### config.mk
export PLATFORM = sky130hd
export DESIGN_NAME = hazard_ctrl_unit
export DESIGN_NICKNAME = d
export VERILOG_FILES = /design/src/rtl/hazard_ctrl_unit.sv
export SDC_FILE = /design/constraint.sdc
export NUM_CORES = 1
export LEC_CHECK = 0
export ABC_AREA = 1
export BUFFER_PORTS_ARGS = -buffer_cell sky130_fd_sc_hd__clkbuf_2
export CAP_MARGIN = 10
export CORE_ASPECT_RATIO = 0.9
export CORE_UTILIZATION = 43
export DETAILED_ROUTE_END_ITERATION = 12
export PLACE_DENSITY = 0.92
export SYNTH_ARGS = -nofsm -noshare
export SYNTH_HDL_FRONTEND = slang
export SYNTH_SLANG_ARGS = --single-unit
### constraint.sdc
create_clock -name clk -period 2.3 [get_ports clk]
set_input_delay 0.46 -clock clk [delete_from_list [all_inputs] [get_ports clk]]
set_output_delay 0.46 -clock clk [all_outputs]
set_load 0.02 [all_outputs]
### src/rtl/hazard_ctrl_unit.sv
// Pipeline hazard control: load-use stall, redirect flush, divider sequencing, operand forwarding.
// Optional performance counters are enabled by defining HAZARD_PERF_CNT_EN.
module hazard_ctrl_unit #(
  parameter int DATA_WIDTH  = 32,
  parameter int DIV_LATENCY = 33
) (
  input  logic                  clk,
  input  logic                  rst,
  input  logic [4:0]            D_ra,
  input  logic [4:0]            D_rb,
  input  logic [4:0]            E_ra,
  input  logic [4:0]            E_rb,
  input  logic [4:0]            E_rd,
  input  logic                  E_RegWrite,
  input  logic [1:0]            E_result_src,
  input  logic                  E_is_div,
  input  logic                  E_redirect,
  input  logic                  div_done,
  input  logic [4:0]            M_rd,
  input  logic                  M_RegWrite,
  input  logic [4:0]            W_rd,
  input  logic                  W_RegWrite,
  output logic                  F_en,
  output logic                  F_D_en,
  output logic                  F_D_flush,
  output logic                  D_E_en,
  output logic                  CTRL_Flush,
  output logic                  E_M_bubble,
  output logic                  div_start,
  output logic [1:0]            forwardA_E,
  output logic [1:0]            forwardB_E,
  output logic [DATA_WIDTH-1:0] stall_cycles,
  output logic [DATA_WIDTH-1:0] flush_events
);

  localparam int CW = $clog2(DIV_LATENCY);

  typedef enum logic [1:0] {IDLE, BUSY, DONE} div_state_e;

  div_state_e    state_q, state_d;
  logic [CW-1:0] cnt_q, cnt_d;
  logic          div_launch;
  logic          div_stall, redirect, load_use;

  always_comb begin
    state_d    = state_q;
    cnt_d      = cnt_q;
    div_launch = 1'b0;
    case (state_q)
      IDLE: begin
        if (E_is_div) begin
          div_launch = 1'b1;
          cnt_d      = CW'(DIV_LATENCY - 1);
          state_d    = BUSY;
        end
      end
      BUSY: begin
        if (cnt_q != '0) cnt_d = cnt_q - 1'b1;
        // Completion and timeout landing together still make one transition.
        if (div_done || cnt_q == '0) state_d = DONE;
      end
      DONE:    state_d = IDLE;
      default: state_d = IDLE;
    endcase
  end

  always_ff @(posedge clk) begin
    if (rst) begin
      state_q <= IDLE;
      cnt_q   <= '0;
    end else begin
      state_q <= state_d;
      cnt_q   <= cnt_d;
    end
  end

  assign div_stall = !rst && ((state_q == IDLE && E_is_div) || state_q == BUSY);
  assign redirect  = !rst && !div_stall && E_redirect;
  assign load_use  = !rst && !div_stall && !E_redirect && E_RegWrite &&
                     (E_result_src == 2'b01) && (E_rd != 5'd0) &&
                     (E_rd == D_ra || E_rd == D_rb);

  assign F_en       = !(div_stall || load_use);
  assign F_D_en     = !(div_stall || load_use);
  assign D_E_en     = !div_stall;
  assign F_D_flush  = redirect;
  assign CTRL_Flush = redirect || load_use;
  assign E_M_bubble = div_stall;
  assign div_start  = !rst && div_launch;

  function automatic logic [1:0] fwd_sel(input logic [4:0] src);
    if (M_RegWrite && M_rd != 5'd0 && M_rd == src)      return 2'b10;
    else if (W_RegWrite && W_rd != 5'd0 && W_rd == src) return 2'b01;
    else                                               return 2'b00;
  endfunction

  assign forwardA_E = fwd_sel(E_ra);
  assign forwardB_E = fwd_sel(E_rb);

`ifdef HAZARD_PERF_CNT_EN
  logic [DATA_WIDTH-1:0] stall_q, flush_q;

  always_ff @(posedge clk) begin
    if (rst) begin
      stall_q <= '0;
      flush_q <= '0;
    end else begin
      if (!F_en && stall_q != '1)   stall_q <= stall_q + 1'b1;
      if (redirect && flush_q != '1) flush_q <= flush_q + 1'b1;
    end
  end

  assign stall_cycles = stall_q;
  assign flush_events = flush_q;
`else
  assign stall_cycles = '0;
  assign flush_events = '0;
`endif

endmodule

==> qor.log <==
qor: layout.insertedDiodeCount 0
qor: place.placed_cells 334
qor: logic_synthesis.asyncSetResetFlopFracSynth 0%
qor: logic_synthesis.synth_top_area_share 32.3%
qor: pwr.max-vdd-ir-drop 0.158 mV
qor: logic_synthesis.synthesis.area_per_instance 6.37 sq um
qor: critical_path.worst_path_dominant_cell_family simple AND/OR/NAND/NOR gates
qor: critical_path.cp.arrival 1.39 ns
qor: critical_path.reg2regPathDepth 7
qor: clocking.ctsResizeCount 0
qor: clocking.cts-hold-fix-buffers 0
qor: logic_synthesis.number_of_flops_mapped_to_enable_cells_by_yosys 0
qor: worst_hold_path.sink_of_the_worst_hold_path cnt_q[0]
qor: global_routing.grt_pass1_vias 1136
qor: timing.finalWorstPathRequiredPeriod 1.85 ns
qor: critical_path.timing.critical_path.depth 6
qor: routing.routed_wirelength 2690 microns
qor: global_routing.largest_net_degree_at_the_start_of_global_routing 9
qor: logic_synthesis.syn_area 1510 sq um
qor: place.hpwl 2380 microns
qor: critical_path.critical_path.max_fanout 3
qor: routing.wl_per_instance 7.99 microns
qor: worst_hold_path.holdCritStartpoint cnt_q[0]
qor: logic_synthesis.yosysWarningCount 0
qor: routing.vias_per_cell 4.07
qor: logic_synthesis.synth_area_leader_cell sky130_fd_sc_hd__buf_4
qor: pwr.p_per_cell_area 449 nW/um^2
qor: worst_hold_path.hold_path.class reg2reg
qor: logic_synthesis.synth.most_common_cell sky130_fd_sc_hd__buf_4
qor: critical_path.critPathMostFrequentCell sky130_fd_sc_hd__clkbuf_2
qor: clocking.root_buffer_selected_by_cts sky130_fd_sc_hd__clkbuf_8
qor: pwr.p_leak 0.984 nW
qor: logic_synthesis.netlist_instances 237
qor: floorplanning.start_util 45.0%
qor: layout.final_net_count 342
qor: logic_synthesis.synth_sequential_area_ratio 10.6%
qor: critical_path.critPathCaptureType output port
qor: logic_synthesis.most_used_flip_flop_cell_after_synthesis sky130_fd_sc_hd__dfxtp_1
qor: job.maxCapViolCount 0
qor: timing.post-route-period-util 80.5%
qor: timing.rsz0062_at_grt false
qor: place.gp_congestion 0.859
qor: clocking.post_cts_buffers 0
qor: critical_path.regToRegEndpoint state_q[1]
qor: routing.detailedRoute.firstPassIterationCount 4
qor: timing.setup_viol 0
qor: floorplanning.die_area 3750 sq um
qor: layout.share_of_final_layout_standard_cells_stronger_than_drive_strength_1 24.2%
qor: timing.report.final.hold_viol_count 0
qor: logic_synthesis.most_numerous_cell_types_in_the_synthesized_netlist sky130_fd_sc_hd__buf_4 (65), sky130_fd_sc_hd__nand2_1 (47), sky130_fd_sc_hd__nor2_1 (26), sky130_fd_sc_hd__inv_1 (22), sky130_fd_sc_hd__xnor2_1 (15)
qor: critical_path.critical-path-slowest-cell sky130_fd_sc_hd__nor3_1
qor: floorplanning.placementRows 20
qor: layout.synthToLayoutAreaGrowth 7.96%
qor: logic_synthesis.synth.ff_latch_count 8
qor: timing.fin_skew 0.00600 ns
qor: critical_path.timing.critical_path.slowest_cell_delay 0.31 ns
qor: routing.ant_nets 0
qor: place.dp_slack 0.452 ns
qor: clocking.worstSkewPairLatency 0.23 ns
qor: clocking.cts_max_level 1
qor: critical_path.worstReg2RegStart cnt_q[0]
qor: clocking.cts_inserted_buffers 3
qor: timing.finalMaxSlewViolations 0
qor: routing.dr_total_vias 1371
qor: critical_path.crit_path_cell_trace clkbuf_2 -> xnor2_1 -> nand2_1 -> nor3_1 -> nor2_1 -> clkbuf_2
qor: clocking.clock_sink_count 8
qor: floorplanning.die_y 58.2 microns
qor: layout.layout.filler_cells 334
qor: routing.first_drt_iteration_drcs 70
qor: critical_path.path_buf_inv 2
qor: layout.final-instance-count-excl-fill 337
qor: critical_path.criticalPathCategory in2out
qor: global_routing.grt.total_usage 14.7%
qor: critical_path.worstPathRequired 1.84 ns
qor: worst_hold_path.min_path_cells 2
qor: critical_path.setup.reg_to_reg.worst_slack 1.03 ns
qor: timing.worst_slack_setup_final 0.449 ns
qor: global_routing.wire_length_of_the_first_global_routing_pass 4350 microns
qor: floorplanning.boundaryPins 120
qor: logic_synthesis.ys_top_cells_by_area sky130_fd_sc_hd__buf_4 (32%), sky130_fd_sc_hd__nand2_1 (12%), sky130_fd_sc_hd__dfxtp_1 (11%), sky130_fd_sc_hd__xnor2_1 (8.7%), sky130_fd_sc_hd__nor2_1 (6.5%)
qor: floorplanning.die_width 64.4 microns
qor: clocking.cts_tree yes
qor: place.io_buffer_count 55
qor: floorplanning.placeableCoreArea 3350 sq um
qor: clocking.cts.reportedPaths.clkPinSlew 0.04 ns
qor: outcome.outcome finished clean
qor: logic_synthesis.synth_cell_type_count 25
qor: critical_path.worst_setup_path_start_kind primary input
qor: global_routing.grt_antenna_before_repair 0
qor: timing.max_freq 0.540 GHz
qor: routing.remaining_drc_errors 0
qor: global_routing.overflow_after_grt 0
qor: timing.post_route_setup_tns 0 ns
qor: clocking.cts-root-to-sink-buffers 2
[registers in the layout, summed over array words and instances, names as in the netlist]
signal,cells
cnt_q,6
state_q,2
[final cells by class]
cell class                      instances  area [sq um]  share of cell area [%]
Clock buffer                            3          41.3                    2.53
Inverter                               25          93.8                    5.76
Timing Repair Buffer                   55           275                    16.9
Multi-Input combinational cell        202          1000                    61.6
Sequential cell                         8           160                    9.83
Tap cell                               44          55.1                    3.38
[through the flow]
| stage | cell area, sq um | hold WS (ns) | power (mW) | utilization, % |
|---|---|---|---|---|
| 2_1_floorplan | 1750 | 0.438 | 0.547 | - |
| 3_3_place_gp | 1590 | 0.449 | 0.550 | 47.4 |
| 3_5_place_dp | 1590 | 0.459 | 0.559 | 47.4 |
| 4_1_cts | 1630 | 0.465 | 0.734 | 48.6 |
| 5_1_grt | 1630 | 0.491 | 0.792 | 48.6 |
| 6_report | 1630 | 0.460 | 0.732 | 48.6 |
[worst min-delay path, cell delays in order (launching register included)]
cell and delay (ns):
sky130_fd_sc_hd__dfxtp_1 0.30, sky130_fd_sc_hd__nand2_1 0.06, sky130_fd_sc_hd__a21oi_1 0.05
[cell usage in the layout, fill, tap and decap left out]
cell	synthesis	layout
sky130_fd_sc_hd__dfxtp_1	8	8
sky130_fd_sc_hd__conb_1	1	64
sky130_fd_sc_hd__xor2_1	8	8
sky130_fd_sc_hd__nor3_1	3	3
sky130_fd_sc_hd__nand2_1	47	47
sky130_fd_sc_hd__nand2_4	2	2
sky130_fd_sc_hd__o21ai_0	2	2
sky130_fd_sc_hd__a21oi_1	4	4
sky130_fd_sc_hd__nand2_2	1	1
sky130_fd_sc_hd__inv_2	3	3
sky130_fd_sc_hd__xnor2_1	15	15
sky130_fd_sc_hd__o21ai_2	1	1
sky130_fd_sc_hd__o21a_1	1	1
sky130_fd_sc_hd__clkbuf_2	0	55
sky130_fd_sc_hd__nand4_1	3	3
sky130_fd_sc_hd__nor2_2	3	3
sky130_fd_sc_hd__ha_1	2	2
sky130_fd_sc_hd__o21ai_1	2	2
sky130_fd_sc_hd__inv_1	22	22
sky130_fd_sc_hd__nor2_4	1	1
sky130_fd_sc_hd__nor2_8	1	1
sky130_fd_sc_hd__clkbuf_8	0	3
sky130_fd_sc_hd__or2_1	1	1
sky130_fd_sc_hd__nand3_4	1	1
sky130_fd_sc_hd__nand3_1	14	14
sky130_fd_sc_hd__nor2_1	26	26
[per-layer routing]
layer	part of all wire [%]	GRT usage, %	vias to the layer above	routed length (microns)
li1	-	-	710	-
met1	40	17.4	588	1090
met2	51	26.3	66	1370
met3	6.8	1.77	7	184
met4	1.9	7.62	0	51
met5	0	0	-	0
[cell families (layout without fill, tap and decap cells)]
kind of cell               after synthesis  in the layout  synth area share [%]
other                                    1             64                 0.249
and+or+nand+nor                        103            103                  31.8
xor gates and xnor gates                23             23                  13.4
adders and majority gates                2              2                  1.66
buffers and inverters                   90             83                  38.6
DFF                                      8              8                  10.6
AOI/OAI and AO/OA                       10             10                  3.73
[worst max path at each step]
stage          startpoint       endpoint  slack, ns
2_1_floorplan  state_q[1]           F_en       0.28
3_3_place_gp      E_rd[0]           F_en       0.53
3_5_place_dp      M_rd[3]  forwardB_E[0]       0.45
4_1_cts           M_rd[3]  forwardB_E[0]       0.45
5_1_grt           M_rd[3]  forwardB_E[0]       0.30
6_report          M_rd[3]  forwardB_E[0]       0.45
[where the power goes]
part / leakage, nW / total [mW] / internal, mW / switching (mW)
Clock: 0.0216 / 0.174 / 0.114 / 0.0601
Combinational: 0.897 / 0.389 / 0.124 / 0.265
Sequential: 0.0656 / 0.169 / 0.154 / 0.0149
No activity file was read; power rests on OpenSTA's default activity.
